===== config.mk =====
export PLATFORM = sky130hd
export DESIGN_NAME = pipelined_prefix_adder
export DESIGN_NICKNAME = d
export VERILOG_FILES = /design/src/rtl/pipelined_prefix_adder.sv
export SDC_FILE = /design/constraint.sdc
export NUM_CORES = 1
export LEC_CHECK = 0
export ABC_AREA = 1
export CAP_MARGIN = 30
export CORE_ASPECT_RATIO = 0.5
export CORE_MARGIN = 1.5
export CORE_UTILIZATION = 40
export CTS_BUF_LIST = sky130_fd_sc_hd__clkbuf_2
export CTS_CLUSTER_DIAMETER = 40
export DETAILED_ROUTE_END_ITERATION = 8
export HOLD_SLACK_MARGIN = 0.03
export PLACE_DENSITY = 0.57
export SETUP_SLACK_MARGIN = 0.05
export SLEW_MARGIN = 20
export SYNTH_ARGS = -nofsm -noshare
export SYNTH_HDL_FRONTEND = slang
export SYNTH_SLANG_ARGS = --single-unit

===== constraint.sdc =====
create_clock -name clk -period 2.4 [get_ports clk]
set_input_delay 0.24 -clock clk [delete_from_list [all_inputs] [get_ports clk]]
set_output_delay 0.24 -clock clk [all_outputs]
set_load 0.01 [all_outputs]

===== src/rtl/pipelined_prefix_adder.sv =====
// Pipelined Kogge-Stone parallel-prefix adder with valid/ready stream and sideband tag.
// Optional `define PPA_SUB_EN enables subtract (a - b) selected per operation by sub.
module pipelined_prefix_adder #(
    parameter int WIDTH       = 64,
    parameter int LVL_PER_STG = 2,
    parameter int USER_W      = 4
) (
    input  logic              clk,
    input  logic              rst_n,
    input  logic              in_valid,
    output logic              in_ready,
    input  logic [WIDTH-1:0]  a,
    input  logic [WIDTH-1:0]  b,
    input  logic              cin,
    input  logic              sub,
    input  logic [USER_W-1:0] in_user,
    output logic              out_valid,
    input  logic              out_ready,
    output logic [WIDTH-1:0]  sum,
    output logic              cout,
    output logic              ovf,
    output logic [USER_W-1:0] out_user
);

    localparam int LEVELS = $clog2(WIDTH);
    localparam int NSTG   = (LEVELS + LVL_PER_STG - 1) / LVL_PER_STG;
    localparam int NR     = (NSTG > 1) ? NSTG - 1 : 1;

    logic              adv;
    logic [WIDTH-1:0]  bx;
    logic              cx;
    logic [WIDTH-1:0]  g0;
    logic [WIDTH-1:0]  p0;

    logic [NSTG-1:0]   v_q;
    logic [USER_W-1:0] u_q  [NSTG];
    logic [WIDTH-1:0]  g_q  [NR];
    logic [WIDTH-1:0]  pp_q [NR];
    logic [WIDTH-1:0]  hp_q [NR];
    logic [NR-1:0]     c_q;

    logic [WIDTH-1:0]  gin  [NSTG];
    logic [WIDTH-1:0]  pin  [NSTG];
    logic [WIDTH-1:0]  go   [NSTG];
    logic [WIDTH-1:0]  po   [NSTG];
    logic [WIDTH-1:0]  gt;
    logic [WIDTH-1:0]  pt;

    logic [WIDTH-1:0]  hp_l;
    logic              c_l;
    logic [WIDTH-1:0]  carry;
    logic [WIDTH-1:0]  sum_d;
    logic              cout_d;
    logic              ovf_d;
    logic [WIDTH-1:0]  sum_q;
    logic              cout_q;
    logic              ovf_q;
    logic [WIDTH-1:0]  unused_plast;

    assign out_valid    = v_q[NSTG-1];
    assign adv          = !out_valid || out_ready;
    assign in_ready     = adv;
    assign out_user     = u_q[NSTG-1];
    assign sum          = sum_q;
    assign cout         = cout_q;
    assign ovf          = ovf_q;
    assign unused_plast = po[NSTG-1];

`ifdef PPA_SUB_EN
    always_comb begin
        bx = sub ? ~b : b;
        cx = sub | cin;
    end
`else
    logic unused_sub;
    assign unused_sub = sub;
    always_comb begin
        bx = b;
        cx = cin;
    end
`endif

    // cin folds into bit 0 so the prefix tree yields carries directly
    always_comb begin
        p0    = a ^ bx;
        g0    = a & bx;
        g0[0] = g0[0] | (p0[0] & cx);
    end

    always_comb begin
        gin[0] = g0;
        pin[0] = p0;
        for (int s = 1; s < NSTG; s++) begin
            gin[s] = g_q[s-1];
            pin[s] = pp_q[s-1];
        end
    end

    always_comb begin
        gt = '0;
        pt = '0;
        for (int s = 0; s < NSTG; s++) begin
            gt = gin[s];
            pt = pin[s];
            for (int k = s * LVL_PER_STG; k < (s + 1) * LVL_PER_STG; k++) begin
                if (k < LEVELS) begin
                    gt = gt | (pt & (gt << (1 << k)));
                    pt = pt & ((pt << (1 << k)) | ~({WIDTH{1'b1}} << (1 << k)));
                end
            end
            go[s] = gt;
            po[s] = pt;
        end
    end

    always_comb begin
        hp_l   = (NSTG > 1) ? hp_q[NR-1] : p0;
        c_l    = (NSTG > 1) ? c_q[NR-1]  : cx;
        carry  = {go[NSTG-1][WIDTH-2:0], c_l};
        sum_d  = hp_l ^ carry;
        cout_d = go[NSTG-1][WIDTH-1];
        ovf_d  = carry[WIDTH-1] ^ cout_d;
    end

    always_ff @(posedge clk or negedge rst_n) begin
        if (!rst_n) begin
            v_q    <= '0;
            sum_q  <= '0;
            cout_q <= 1'b0;
            ovf_q  <= 1'b0;
            c_q    <= '0;
            for (int s = 0; s < NSTG; s++) u_q[s] <= '0;
            for (int r = 0; r < NR; r++) begin
                g_q[r]  <= '0;
                pp_q[r] <= '0;
                hp_q[r] <= '0;
            end
        end else if (adv) begin
            v_q[0] <= in_valid;
            u_q[0] <= in_user;
            for (int s = 1; s < NSTG; s++) begin
                v_q[s] <= v_q[s-1];
                u_q[s] <= u_q[s-1];
            end
            if (NSTG > 1) begin
                hp_q[0] <= p0;
                c_q[0]  <= cx;
                for (int r = 1; r < NR; r++) begin
                    hp_q[r] <= hp_q[r-1];
                    c_q[r]  <= c_q[r-1];
                end
                for (int r = 0; r < NR; r++) begin
                    g_q[r]  <= go[r];
                    pp_q[r] <= po[r];
                end
            end
            sum_q  <= sum_d;
            cout_q <= cout_d;
            ovf_q  <= ovf_d;
        end
    end

endmodule

## Word-level counts from Yosys, hierarchy flattened

Index checks and enable logic that the tools add are counted.

| storage, ports and cells | value |
|---|---|
| flip-flop bits (word level) | 467 |
| output and inout port bits | 72 |
| word-level logic and storage cells | 39 |

| operators by class | value |
|---|---|
| bitwise gates (word level) | 23 |
| reduce and logical (&&, ||, !) cells | 2 |

Operators with widths:

| operator | count |
|---|---|
| bitwise AND 64 bit | 12 |
| OR 64 bit | 6 |
| XOR 64 bit | 2 |
| bitwise AND 1 bit | 1 |
| logical NOT 1 bit | 1 |
| logical OR 1 bit | 1 |
| OR 1 bit | 1 |
| XOR 1 bit | 1 |

## Depth between registers and ports, before layout

Gate-level depths: netlist of run 1.

| depth | value |
|---|---|
| depth after elaboration | 7 |
| depth in mapped cells | 9 |
| depth with buffers taken out | 7 |

## Worst setup path after synthesis of run 1

OpenSTA, ideal clock, no wires.

| path | value |
|---|---|
| kind | reg2reg |
| start point | register v_q[2] |
| end point | register g_q[121] (netlist name) |
| setup time | 0.139 ns |
| arrival time | 1.147 ns |
| data required time | 2.261 ns |
| path slack | 1.114 ns |
| stages on the path, launching flop included | 8 |
| path buffers | 3 |
| clock period less this slack | 1.286 ns |
| path through | dfrtp_1 nand2_2 inv_2 buf_6 buf_6 buf_2 nand2_1 o221ai_1 |

| between the ends | value |
|---|---|
| cells in the longest elaborated chain, start to end | 2 |

RTL lines:

| item | RTL line | RTL |
|---|---|---|
| start, declared | 35 | `logic [NSTG-1:0] v_q;` |
| start signal, assigned by index | 142 | `v_q[s] <= v_q[s-1];` |
| logical NOT 1 bit | 61 | `assign adv = !out_valid \|\| out_ready;` |
| logical OR 1 bit | 61 |  |
| end signal, assigned by index | 153 | `g_q[r] <= go[r];` |
| end, declared | 37 | `logic [WIDTH-1:0] g_q [NR];` |

Every way passes these cells.
A chain may end at the register's enable or synchronous reset.

## Worst setup path after layout of run 1

| path | value |
|---|---|
| start point | register sum_q[28], in the netlist sum[28] |
| end point | output port sum[28] |

RTL lines:

| item | RTL line | RTL |
|---|---|---|
| start, declared | 55 | `logic [WIDTH-1:0] sum_q;` |
| start signal, assigned | 157 | `sum_q <= sum_d;` |
| end, declared | 19 | `output logic [WIDTH-1:0] sum,` |

No word-level cell between the ends.

==> key figures, run 1 <==
Run status
  • Status: completed

Synthesis
  • Synth Area in Compound Gates: 15.2%
  • Mapped Avg Cell Area: 8.64 um^2
  • Post-synth cell types: 30
  • Seq/Total Area, Yosys: 54.5%
  • Syn. warnings: 0
  • Main synth FF type: dfrtp_1
  • Post-synth ARST share: 100%
  • Gate Count Post-Synth: 2,376
  • Post-Synth Simple-Gate Area: 18.9%
  • Syn nets: 2,578
  • XOR/XNOR share of the synthesized area: 1.41%
  • EDFF count, synth: 0
  • Mapped Area: 0.0205 mm^2
  • Mux share of post-synthesis cell area: 0%
  • Adder-cell share of the synthesized area: 3.90%
  • Largest family of logic cells by synthesized area: simple AND/OR/NAND/NOR gates
  • Flops & latches, synth: 447

Die
  • Die area: 0.0528 mm^2
  • CORE AREA: 0.0504 mm^2
  • Initial Util: 40.7%
  • Die height: 163 um
  • I/O pin count: 210
  • Row count: 58
  • Die width: 323 um

GRT
  • First-pass GRT wire length: 98,300 um
  • GR Overflow Total: 0
  • Vias in the first global route: 17,595
  • Largest net degree at the start of global routing: 98
  • Global Route Usage Sum: 24.2%
  • Antenna violations before repair: 1

Route
  • Via density: 5.03
  • # DRC: 0
  • Drt pass-1 iters: 5
  • ANT nets after route: 0
  • Wire per inst: 17.6 um
  • Final WL: 62,600 um
  • Via count: 17,854
  • Iteration-0 DRC Markers: 1,427

STA
  • RSZ-0062 raised after global routing: false
  • Clock Skew: 0.102 ns
  • Final setup fails: 0
  • Max-slew violation count: 0
  • Final setup margin: 0.172 ns
  • Setup TNS: 0 ns
  • Achievable Freq: 449 MHz
  • Slew headroom: 59.9%
  • Tmin final: 2.23 ns
  • Measured slew at the worst slew-check pin: 0.602 ns
  • Final hold vios: 0
  • Period utilisation layout: 92.8%

Critical path
  • Reg2reg setup slack: 0.20 ns
  • R2R cell count: 7
  • Critical Path Start Type: flip-flop
  • Crit path buffers/inverters: 1
  • Worst EP arrival: 1.99 ns
  • Slowest CP cell: clkdlybuf4s50_1
  • Crit path max-delay family: buffers and inverters
  • Critical-path maximum fanout: 2
  • Crit Path Category: reg -> out
  • Worst R2R Start: v_q[2]
  • Crit. End Element: output port
  • Capture point of the worst reg-to-reg path: g_q[120]
  • Crit-path cells: clkdlybuf4s50_1
  • Critical Path Max Stage Delay: 0.54 ns
  • Worst EP required: 2.16 ns

Place
  • GP Congestion: 0.894
  • Port Buf Inserts: 208
  • Pre-CTS WS: 0.532 ns
  • HPWL Detailed: 44,700 um

Clocking
  • CTS Buffer Depth: 3
  • CTS Buf Count: 104
  • # H-tree levels: 3
  • CTS Sinks: 447
  • CTS tree: done
  • Root Buffer: clkbuf_2
  • Worst skew pair latency: 1.08 ns
  • Clock transition at the registers of the reported paths: 0.11 ns

Job
  • Max cap viols: 0

Worst hold path
  • Worst min-delay path category: in -> reg
  • Hold EP: hp_q[79]
  • Worst Hold Launch: a[15]
  • Hold path cells: 4

Final layout
  • Layout filler cell count: 4,782
  • Layout cells sized above 1: 7.27%
  • Nets: 2,994
  • Synthesis-to-finish area growth: 27.2%

Power and ir drop
  • P_leak: 12.6 nW
  • VDD IR max: 547 uV
  • Pwr Density: 937 mW/mm^2
[power by group]
group,leakage (nW),switching [W],internal (W)
registers,5.62,0.00149,0.00968
logic,6.27,0.00474,0.00354
clock network,0.692,0.00316,0.00186
total,12.6,0.00938,0.0151
[layer usage]
metal / global-route usage, % / part of all wire (%) / vias to the layer above
li1: - / - / 8682
met1: 34.8 / 46 / 8602
met2: 37.4 / 45 / 496
met3: 5.58 / 7.5 / 74
met4: 5.34 / 1.4 / 0
met5: 0 / 0 / -
[kinds of logic after synthesis]
logic type	count (synthesis)
AOI/OAI and AO/OA	544
xor gates and xnor gates	33
adders and majority gates	64
buffers and inverters	299
DFF	447
and+or+nand+nor	989
[Yosys cell counts (7+ instances only)]
library cell    n  share of area [%]
nand2_1       843                 15
dfrtp_1       447                 54
o21ai_0       266                6.5
inv_1         200                3.7
nand3_1       129                3.1
a21oi_1       104                2.5
ha_1           64                3.9
buf_2          62                1.5
o21a_1         51                1.9
o22ai_1        32               0.97
o31ai_1        23               0.84
o211ai_1       22               0.80
clkbuf_1       21               0.38
o221ai_1       18               0.77
xnor2_1        17               0.73
xor2_1         16               0.68
nor2_1         13               0.24
o21bai_1       10               0.37
o21ai_1         7               0.17
[cell usage in the layout (no fill, tap or decap), types with 4 or more instances in the layout]
cell | netlist | layout
a21oi_1 | 104 | 104
o21a_1 | 51 | 51
inv_1 | 200 | 200
dlygate4sd3_1 | 0 | 153
buf_4 | 5 | 26
nor2_1 | 13 | 13
dlygate4sd2_1 | 0 | 6
clkbuf_2 | 0 | 148
o21ai_0 | 266 | 266
nand3_1 | 129 | 129
o211ai_1 | 22 | 22
nand2_1 | 843 | 843
o21bai_1 | 10 | 10
o22ai_1 | 32 | 32
dfrtp_1 | 447 | 446
a31oi_1 | 5 | 5
dlymetal6s2s_1 | 0 | 19
buf_12 | 0 | 20
o31ai_1 | 23 | 23
clkdlybuf4s50_1 | 0 | 182
o21ai_1 | 7 | 7
xnor2_1 | 17 | 17
a21o_1 | 4 | 4
o221ai_1 | 18 | 18
xor2_1 | 16 | 16
ha_1 | 64 | 64
clkinv_1 | 0 | 18
[worst min-delay path, cell delays in order]
cell,delay [ns]
clkdlybuf4s50_1,0.46
ha_1,0.26
nand2_1,0.08
o21ai_0,0.07
[how the worst max path moves through the flow]
| stage | to | cells past startpoint | from | slack [ns] |
|---|---|---|---|---|
| final | sum[28] | 1 | sum[28] | 0.17 |
| after global routing | sum[26] | 1 | sum[26] | 0.05 |
| after CTS | sum[31] | 1 | sum[31] | 0.05 |
| after detailed placement | pin[80] | 6 | out_ready | 0.53 |
| after global placement | g_q[39] | 6 | out_ready | 0.55 |
| after floorplan | g_q[121] | 7 | v_q[2] | 1.11 |
[repair_timing]
action	CTS	global route
endpoints found under the hold margin	547	0
resized for setup	7	19
pin swaps	1	0
hold buffers	155	0
setup endpoints to repair	7	21
setup buffers	2	1
[sequential cells by signal, summed over array words and instances, names as in the netlist]
name / flops
v_q: 3
hp_q: 63
ovf: 1
cout: 1
pin: 109
out_user: 4
sum: 64
u_q: 8
g_q: 128
c_q: 2
hp_l: 64
[final cells by class]
| class | count | area (um^2) | share of cell area [%] |
|---|---|---|---|
| diodes | 1 | 2.50 | 0.00958 |
| inverters | 201 | 762 | 2.92 |
| clock inverters | 27 | 173 | 0.661 |
| well taps | 690 | 863 | 3.31 |
| flip-flops and latches | 447 | 11200 | 42.8 |
| repair buffers | 408 | 4280 | 16.4 |
| clock buffers | 148 | 741 | 2.84 |
| multi-input cells | 1630 | 8110 | 31.0 |
[metrics by stage]
stage / instances / cell area, um^2 / util [%] / total power (W) / hold WS (ns)
5_1_grt: 3552 / 26100 / 51.8 / 0.0263 / 0.0303
6_report: 3552 / 26100 / 51.8 / 0.0245 / 0.107
3_3_place_gp: 3219 / 23600 / 46.7 / 0.0192 / 0.166
4_1_cts: 3551 / 26100 / 51.7 / 0.0247 / 0.0307
3_5_place_dp: 3219 / 23600 / 46.7 / 0.0194 / 0.163
2_1_floorplan: 2376 / 20500 / - / 0.0155 / -0.0556
Power figures use the tool's default switching activity.
==> run 2: changes to the inputs <==
--- a/config.mk
+++ b/config.mk
@@ -7,7 +7,7 @@
 export LEC_CHECK = 0
 export ABC_AREA = 1
 export CAP_MARGIN = 30
-export CORE_ASPECT_RATIO = 0.5
+export CORE_ASPECT_RATIO = 1.1
 export CORE_MARGIN = 1.5
 export CORE_UTILIZATION = 40
 export CTS_BUF_LIST = sky130_fd_sc_hd__clkbuf_2
==> key figures, run 2 (same netlist as run 1, synthesis figures left out) <==
GRT
  • GR Overflow Total: 0 (unchanged)
  • Antenna violations before repair: 2 (+1)
  • Global Route Usage Sum: 24.6% (+0.34 points)
  • First-pass GRT wire length: 100,000 um (+1.8%)
  • Largest net degree at the start of global routing: 86 (-12%)
  • Vias in the first global route: 18,073 (+2.7%)

Final layout
  • Layout cells sized above 1: 7.86% (+0.59 points)
  • Synthesis-to-finish area growth: 28.9%
  • Commonest non-fill, non-tap cell in the layout: nand2_1
  • Max reg flops: 128 (unchanged)
  • Most flop-heavy register: g_q
  • Multi-input combinational cell area: 0.00811 mm^2 (unchanged)
  • Nets: 3,047 (+1.8%)
  • Commonest cells after routing, fill and taps aside: nand2_1 (843), dfrtp_1 (446), o21ai_0 (266), inv_1 (200), dlygate4sd3_1 (195)
  • Layout filler cell count: 4,860 (+1.6%)
  • FF/Latch Area: 0.0112 mm^2 (unchanged)

STA
  • Tmin final: 2.24 ns (+0.0143 ns)
  • Final hold vios: 0 (unchanged)
  • Period utilisation layout: 93.4% (+0.60 points)
  • Setup TNS: 0 ns (unchanged)
  • RSZ-0062 raised after global routing: false
  • Measured slew at the worst slew-check pin: 0.576 ns (-0.0261 ns)
  • Clock Skew: 0.0818 ns (-0.0206 ns)
  • Slew headroom: 61.2% (+1.3 points)
  • Final setup fails: 0 (unchanged)
  • WHS: 0.139 ns (+0.0313 ns)
  • Achievable Freq: 446 MHz (-0.64%)
  • Max-slew violation count: 0 (unchanged)

Route
  • Drt pass-1 iters: 5 (unchanged)
  • Via count: 18,158 (+1.7%)
  • # DRC: 0 (unchanged)
  • Via density: 5.08 (+1.1%)
  • Met3 wire len: 3430 um (-27%)
  • Post-Route M1 WL: 29,200 um (+1.1%)
  • Top layer used by detailed routing: met5
  • ANT nets after route: 0 (unchanged)
  • Met2 routed WL: 29,800 um (+5.7%)
  • Wire per inst: 18.0 um (+1.9%)
  • Iteration-0 DRC Markers: 1,475 (+3.4%)
  • Final WL: 64,200 um (+2.5%)

Clocking
  • Clock transition at the registers of the reported paths: 0.11 ns (about the same)
  • CTS Buffer Depth: 3 (unchanged)
  • CTS Buf Count: 112 (+7.7%)
  • Worst skew pair latency: 1.10 ns (+0.02 ns)
  • # H-tree levels: 3 (unchanged)
  • CTS tree: done
  • Root Buffer: clkbuf_2
  • CTS Sinks: 447 (unchanged)

Critical path
  • Crit path max-delay family: buffers and inverters
  • Crit path buffers/inverters: 1 (unchanged)
  • Crit. End Element: output port
  • Crit-path cells: clkdlybuf4s50_1
  • Reg2reg setup slack: 0.25 ns (+0.05 ns)
  • Slowest CP cell: clkdlybuf4s50_1
  • Capture point of the worst reg-to-reg path: g_q[68]
  • Crit Path Category: reg -> out
  • R2R cell count: 8 (+1)
  • Worst EP required: 2.16 ns (about the same)
  • Critical Path Start Type: flip-flop
  • Critical Path Max Stage Delay: 0.56 ns (+0.02 ns)
  • Worst R2R Start: v_q[2]
  • Worst EP arrival: 2.00 ns (about the same)
  • Critical-path maximum fanout: 2 (unchanged)

Power and ir drop
  • Pwr Density: 924 mW/mm^2 (-1.4%)
  • VDD IR max: 473 uV (-14%)
  • P_leak: 12.7 nW (+1.1%)

Worst hold path
  • Worst min-delay path category: in -> reg
  • Hold EP: out_user[3]
  • Hold path cells: 6 (+2)
  • Worst Hold Launch: out_ready

Die
  • Row count: 86 (+48%)
  • Die height: 241 um (+47%)
  • CORE AREA: 0.0504 mm^2 (-0.15%)
  • Die area: 0.0527 mm^2 (-0.15%)
  • I/O pin count: 210 (unchanged)
  • Die width: 219 um (-32%)
  • Initial Util: 40.8% (+0.063 points)

Place
  • Port Buf Inserts: 208 (unchanged)
  • GP Congestion: 0.870 (-2.6%)
  • HPWL Detailed: 45,200 um (+1.3%)

Job
  • Max cap viols: 0 (unchanged)

Run status
  • Status: completed
run 2: changes by cell type in the layout (fill, tap and decap cells not counted), moves of 2 or more:
cell,delta
dlymetal6s2s_1,-18
clkinv_4,-2
dlygate4sd2_1,+41
clkinv_1,-12
clkdlybuf4s50_1,-23
dlygate4sd3_1,+42
clkbuf_2,+22
run 2: stage by stage:
step                std cells  cell area (um^2)  utilization (%)  setup WS [ns]  power [W]
detailed placement       3192             23600             46.8          0.464     0.0194
CTS                      3573             26400             52.5         0.0506     0.0246
floorplan                2376             20500                -           1.11     0.0155
finish                   3573             26500             52.6          0.158     0.0244
global route             3573             26500             52.6         0.0527     0.0262
global placement         3192             23600             46.8          0.498     0.0193
run 2: area by class of cell:
class / count / share of cell area [%]
sequential: 447 / 42.3
antenna: 1 / 0.00946
inverter: 201 / 2.88
clock inverter: 11 / 0.284
timing repair buffer: 453 / 17.6
tap: 660 / 3.12
clock buffer: 170 / 3.21
multi-input combinational: 1630 / 30.6
run 2: worst max path at each step:
stage               slack (ns)  startpoint       end  cells past startpoint
floorplan                 1.11      v_q[2]  g_q[121]                      7
global placement          0.50   out_ready   pin[80]                      7
detailed placement        0.46   out_ready   pin[59]                      6
CTS                       0.05     sum[55]   sum[55]                      1
global route              0.05         ovf       ovf                      1
finish                    0.16     sum[54]   sum[54]                      1
run 2: tightest hold or removal path, stage by stage:
cell and delay, ns:
clkdlybuf4s50_1 0.39, inv_1 0.14, nand2_8 0.06, buf_6 0.18, nand2_1 0.08, nand2_1 0.05
run 2: power breakdown:
part	switching, W	leakage [nW]	internal [W]	total (W)
logic	0.00485	6.36	0.00339	0.00823
clock network	0.00305	0.738	0.00194	0.00499
registers	0.00154	5.62	0.00968	0.0112
total	0.00944	12.7	0.0150	0.0244
run 2: timing repair:
item	4_1_cts	5_1_grt
endpoints found under the setup margin	48	5
hold buffers	198	0
resized for setup	48	3
buffers inserted	2	0
pin swaps	1	0
hold endpoints to repair	596	0
gates cloned	0	1
run 2: routing by layer:
metal | vias up | track usage, %
met5 | - | 0
met4 | 2 | 9.36
met3 | 93 | 4.06
met2 | 552 | 39.5
met1 | 8707 | 33.4
li1 | 8804 | -
==> run 3: changes to the inputs <==
==> constraint.sdc (replaced) <==
create_clock -name clk -period 2.5 [get_ports clk]
set_input_delay 0.25 -clock clk [delete_from_list [all_inputs] [get_ports clk]]
set_output_delay 0.25 -clock clk [all_outputs]
set_load 0.01 [all_outputs]
==> key figures, run 3 (same netlist as run 1, synthesis figures left out) <==
Critical path
  • Critical-path maximum fanout: 49 (+47)
  • Capture point of the worst reg-to-reg path: g_q[124]
  • Worst R2R Start: v_q[2]
  • Worst EP arrival: 3.31 ns (+1.31 ns)
  • Critical Path Start Type: flip-flop
  • R2R cell count: 7 (-1)
  • Reg2reg setup slack: 0.17 ns (-0.08 ns)
  • Crit. End Element: flip-flop
  • Worst EP required: 3.48 ns (+1.32 ns)
  • Crit Path Category: reg -> reg

GRT
  • First-pass GRT wire length: 102,000 um (+2.0%)
  • Global Route Usage Sum: 25.0% (+0.46 points)
  • Antenna violations before repair: 1 (-1)
  • Largest net degree at the start of global routing: 99 (+15%)
  • GR Overflow Total: 0 (unchanged)
  • Vias in the first global route: 18,268 (+1.1%)

Place
  • Port Buf Inserts: 208 (unchanged)
  • HPWL Detailed: 45,700 um (+1.0%)
  • GP Congestion: 0.895 (+2.8%)
  • Post-DP Area: 0.0236 mm^2 (about the same)

Power and ir drop
  • Internal power: 0.0148 W (-1.6%)
  • Net Sw Power: 0.00916 W (-3.0%)
  • Clock Power Share: 20.8% (+0.4 points)
  • Comb pwr share: 34.1% (+0.4 points)
  • VDD IR max: 460 uV (-2.6%)
  • Pwr Density: 899 mW/mm^2 (-2.7%)
  • Switching share of power: 38.3% (-0.34 points)
  • P_leak: 12.7 nW (-0.28%)
  • Sequential share of power: 45.1% (-0.8 points)

STA
  • Slew headroom: 64.7% (+3.5 points)
  • Max-slew violation count: 0 (unchanged)
  • Tmin final: 2.33 ns
  • Clock Skew: 0.119 ns (+0.0376 ns)
  • Measured slew at the worst slew-check pin: 0.529 ns (-0.0471 ns)
  • Setup TNS: 0 ns (unchanged)
  • RSZ-0062 raised after global routing: false
  • Final setup fails: 0 (unchanged)
  • Period utilisation layout: 93.2%
  • Final hold vios: 0 (unchanged)
  • Achievable Freq: 429 MHz
  • WHS: 0.147 ns (+0.00802 ns)

Clocking
  • # H-tree levels: 3 (unchanged)
  • CTS Buffer Depth: 3 (unchanged)
  • Clock transition at the registers of the reported paths: 0.11 ns (about the same)
  • Root Buffer: clkbuf_2
  • CTS Buf Count: 114 (+1.8%)
  • Worst skew pair latency: 1.15 ns (+0.05 ns)
  • CTS tree: done
  • CTS Sinks: 447 (unchanged)

Final layout
  • Max reg flops: 128 (unchanged)
  • Nets: 3,058 (+0.36%)
  • Multi-input combinational cell area: 0.00811 mm^2 (unchanged)
  • Synthesis-to-finish area growth: 29.7%
  • Commonest cells after routing, fill and taps aside: nand2_1 (843), dfrtp_1 (447), o21ai_0 (266), dlygate4sd3_1 (204), clkdlybuf4s50_1 (202)
  • Layout cells sized above 1: 7.45% (-0.41 points)
  • Most flop-heavy register: g_q
  • Layout filler cell count: 4,760 (-2.1%)
  • FF/Latch Area: 0.0112 mm^2 (about the same)
  • Finished Cell Area: 0.0266 mm^2 (+0.61%)
  • Commonest non-fill, non-tap cell in the layout: nand2_1

Worst hold path
  • Worst min-delay path category: in -> reg
  • Worst Hold Launch: a[10]
  • Hold EP: pin[74]
  • Hold path cells: 4 (-2)

Route
  • # DRC: 0 (unchanged)
  • Drt pass-1 iters: 5 (unchanged)
  • Final WL: 64,500 um (+0.55%)
  • Iteration-0 DRC Markers: 1,331 (-9.8%)
  • Via count: 18,237 (+0.44%)
  • Wire per inst: 18.0 um (+0.16%)
  • Via density: 5.08 (about the same)
  • ANT nets after route: 0 (unchanged)

Die
  • Initial Util: 40.8% (unchanged)
  • I/O pin count: 210 (unchanged)
  • Die area: 0.0527 mm^2 (unchanged)
  • Die height: 241 um (unchanged)
  • Row count: 86 (unchanged)
  • Die width: 219 um (unchanged)
  • CORE AREA: 0.0504 mm^2 (unchanged)

Run status
  • Status: completed

Job
  • Max cap viols: 0 (unchanged)
## run 3: changes by cell type in the layout (fill, tap and decap cells not counted), sizes merged
cell / delta
bufinv: +2
clkinvlp: -2
clkdlybuf4s50: +43
clkbuf: -15
dlymetal6s2s: +1
inv: +1
dlygate4sd3: +9
dlygate4sd2: -44
buf: +1
clkinv: +18
## run 3: per-layer routing
layer / vias up / wire length (um) / global-route usage (%)
met5: - / 0 / 0
met4: 0 / 1710 / 8.99
met3: 102 / 3470 / 4.37
met2: 523 / 30100 / 40.2
met1: 8773 / 29200 / 34.1
li1: 8839 / - / -
## run 3: power groups by stage
| stage | Sequential, W | Clock, W | Combinational (W) |
|---|---|---|---|
| 2_1_floorplan | 0.0106 | 0 | 0.00424 |
| 3_3_place_gp | 0.0109 | 0 | 0.00769 |
| 3_5_place_dp | 0.0109 | 0 | 0.00778 |
| 4_1_cts | 0.0108 | 0.00515 | 0.00821 |
| 5_1_grt | 0.0110 | 0.00557 | 0.00909 |
| 6_report | 0.0108 | 0.00498 | 0.00816 |
## run 3: metrics by stage
stage	cells	worst slack (ns)	power [W]	util, %
after floorplan	2376	1.21	0.0149	-
after global routing	3587	0.0525	0.0257	52.9
final	3587	0.171	0.0239	52.9
after global placement	3193	0.539	0.0186	46.8
after CTS	3587	0.0543	0.0242	52.9
after detailed placement	3193	0.482	0.0187	46.8
## run 3: area by class of cell
cell class / instances / area share, %
flip-flops and latches: 447 / 42.0
multi-input cells: 1630 / 30.4
repair buffers: 462 / 17.9
well taps: 660 / 3.10
clock buffers: 156 / 2.93
inverters: 201 / 2.86
clock inverters: 30 / 0.733
diodes: 1 / 0.00940
## run 3: worst max path at each step
stage	to	depth (start not counted)	from	slack (ns)
final	g_q[124]	7	v_q[2]	0.17
after floorplan	g_q[121]	7	v_q[2]	1.21
after detailed placement	g_q[74]	6	out_ready	0.48
after CTS	sum[56]	1	sum[56]	0.05
after global placement	sum[8]	6	out_ready	0.54
after global routing	sum[56]	1	sum[56]	0.05
## run 3: what timing repair did
item                                   CTS  global route
endpoints found under the hold margin  605             0
gates resized for setup                  3             3
pin swaps                                1             0
hold buffers                           206             0
setup endpoints to repair                4             4
buffers inserted                         2             0
## run 3: critical path, cell delays in order, from the launching register on
cell,delay (ns)
dfrtp_1,0.39
buf_4,0.15
nand2_8,0.05
buf_4,0.28
buf_16,0.30
nand3_1,0.23
o221ai_1,0.20
dlygate4sd3_1,0.57
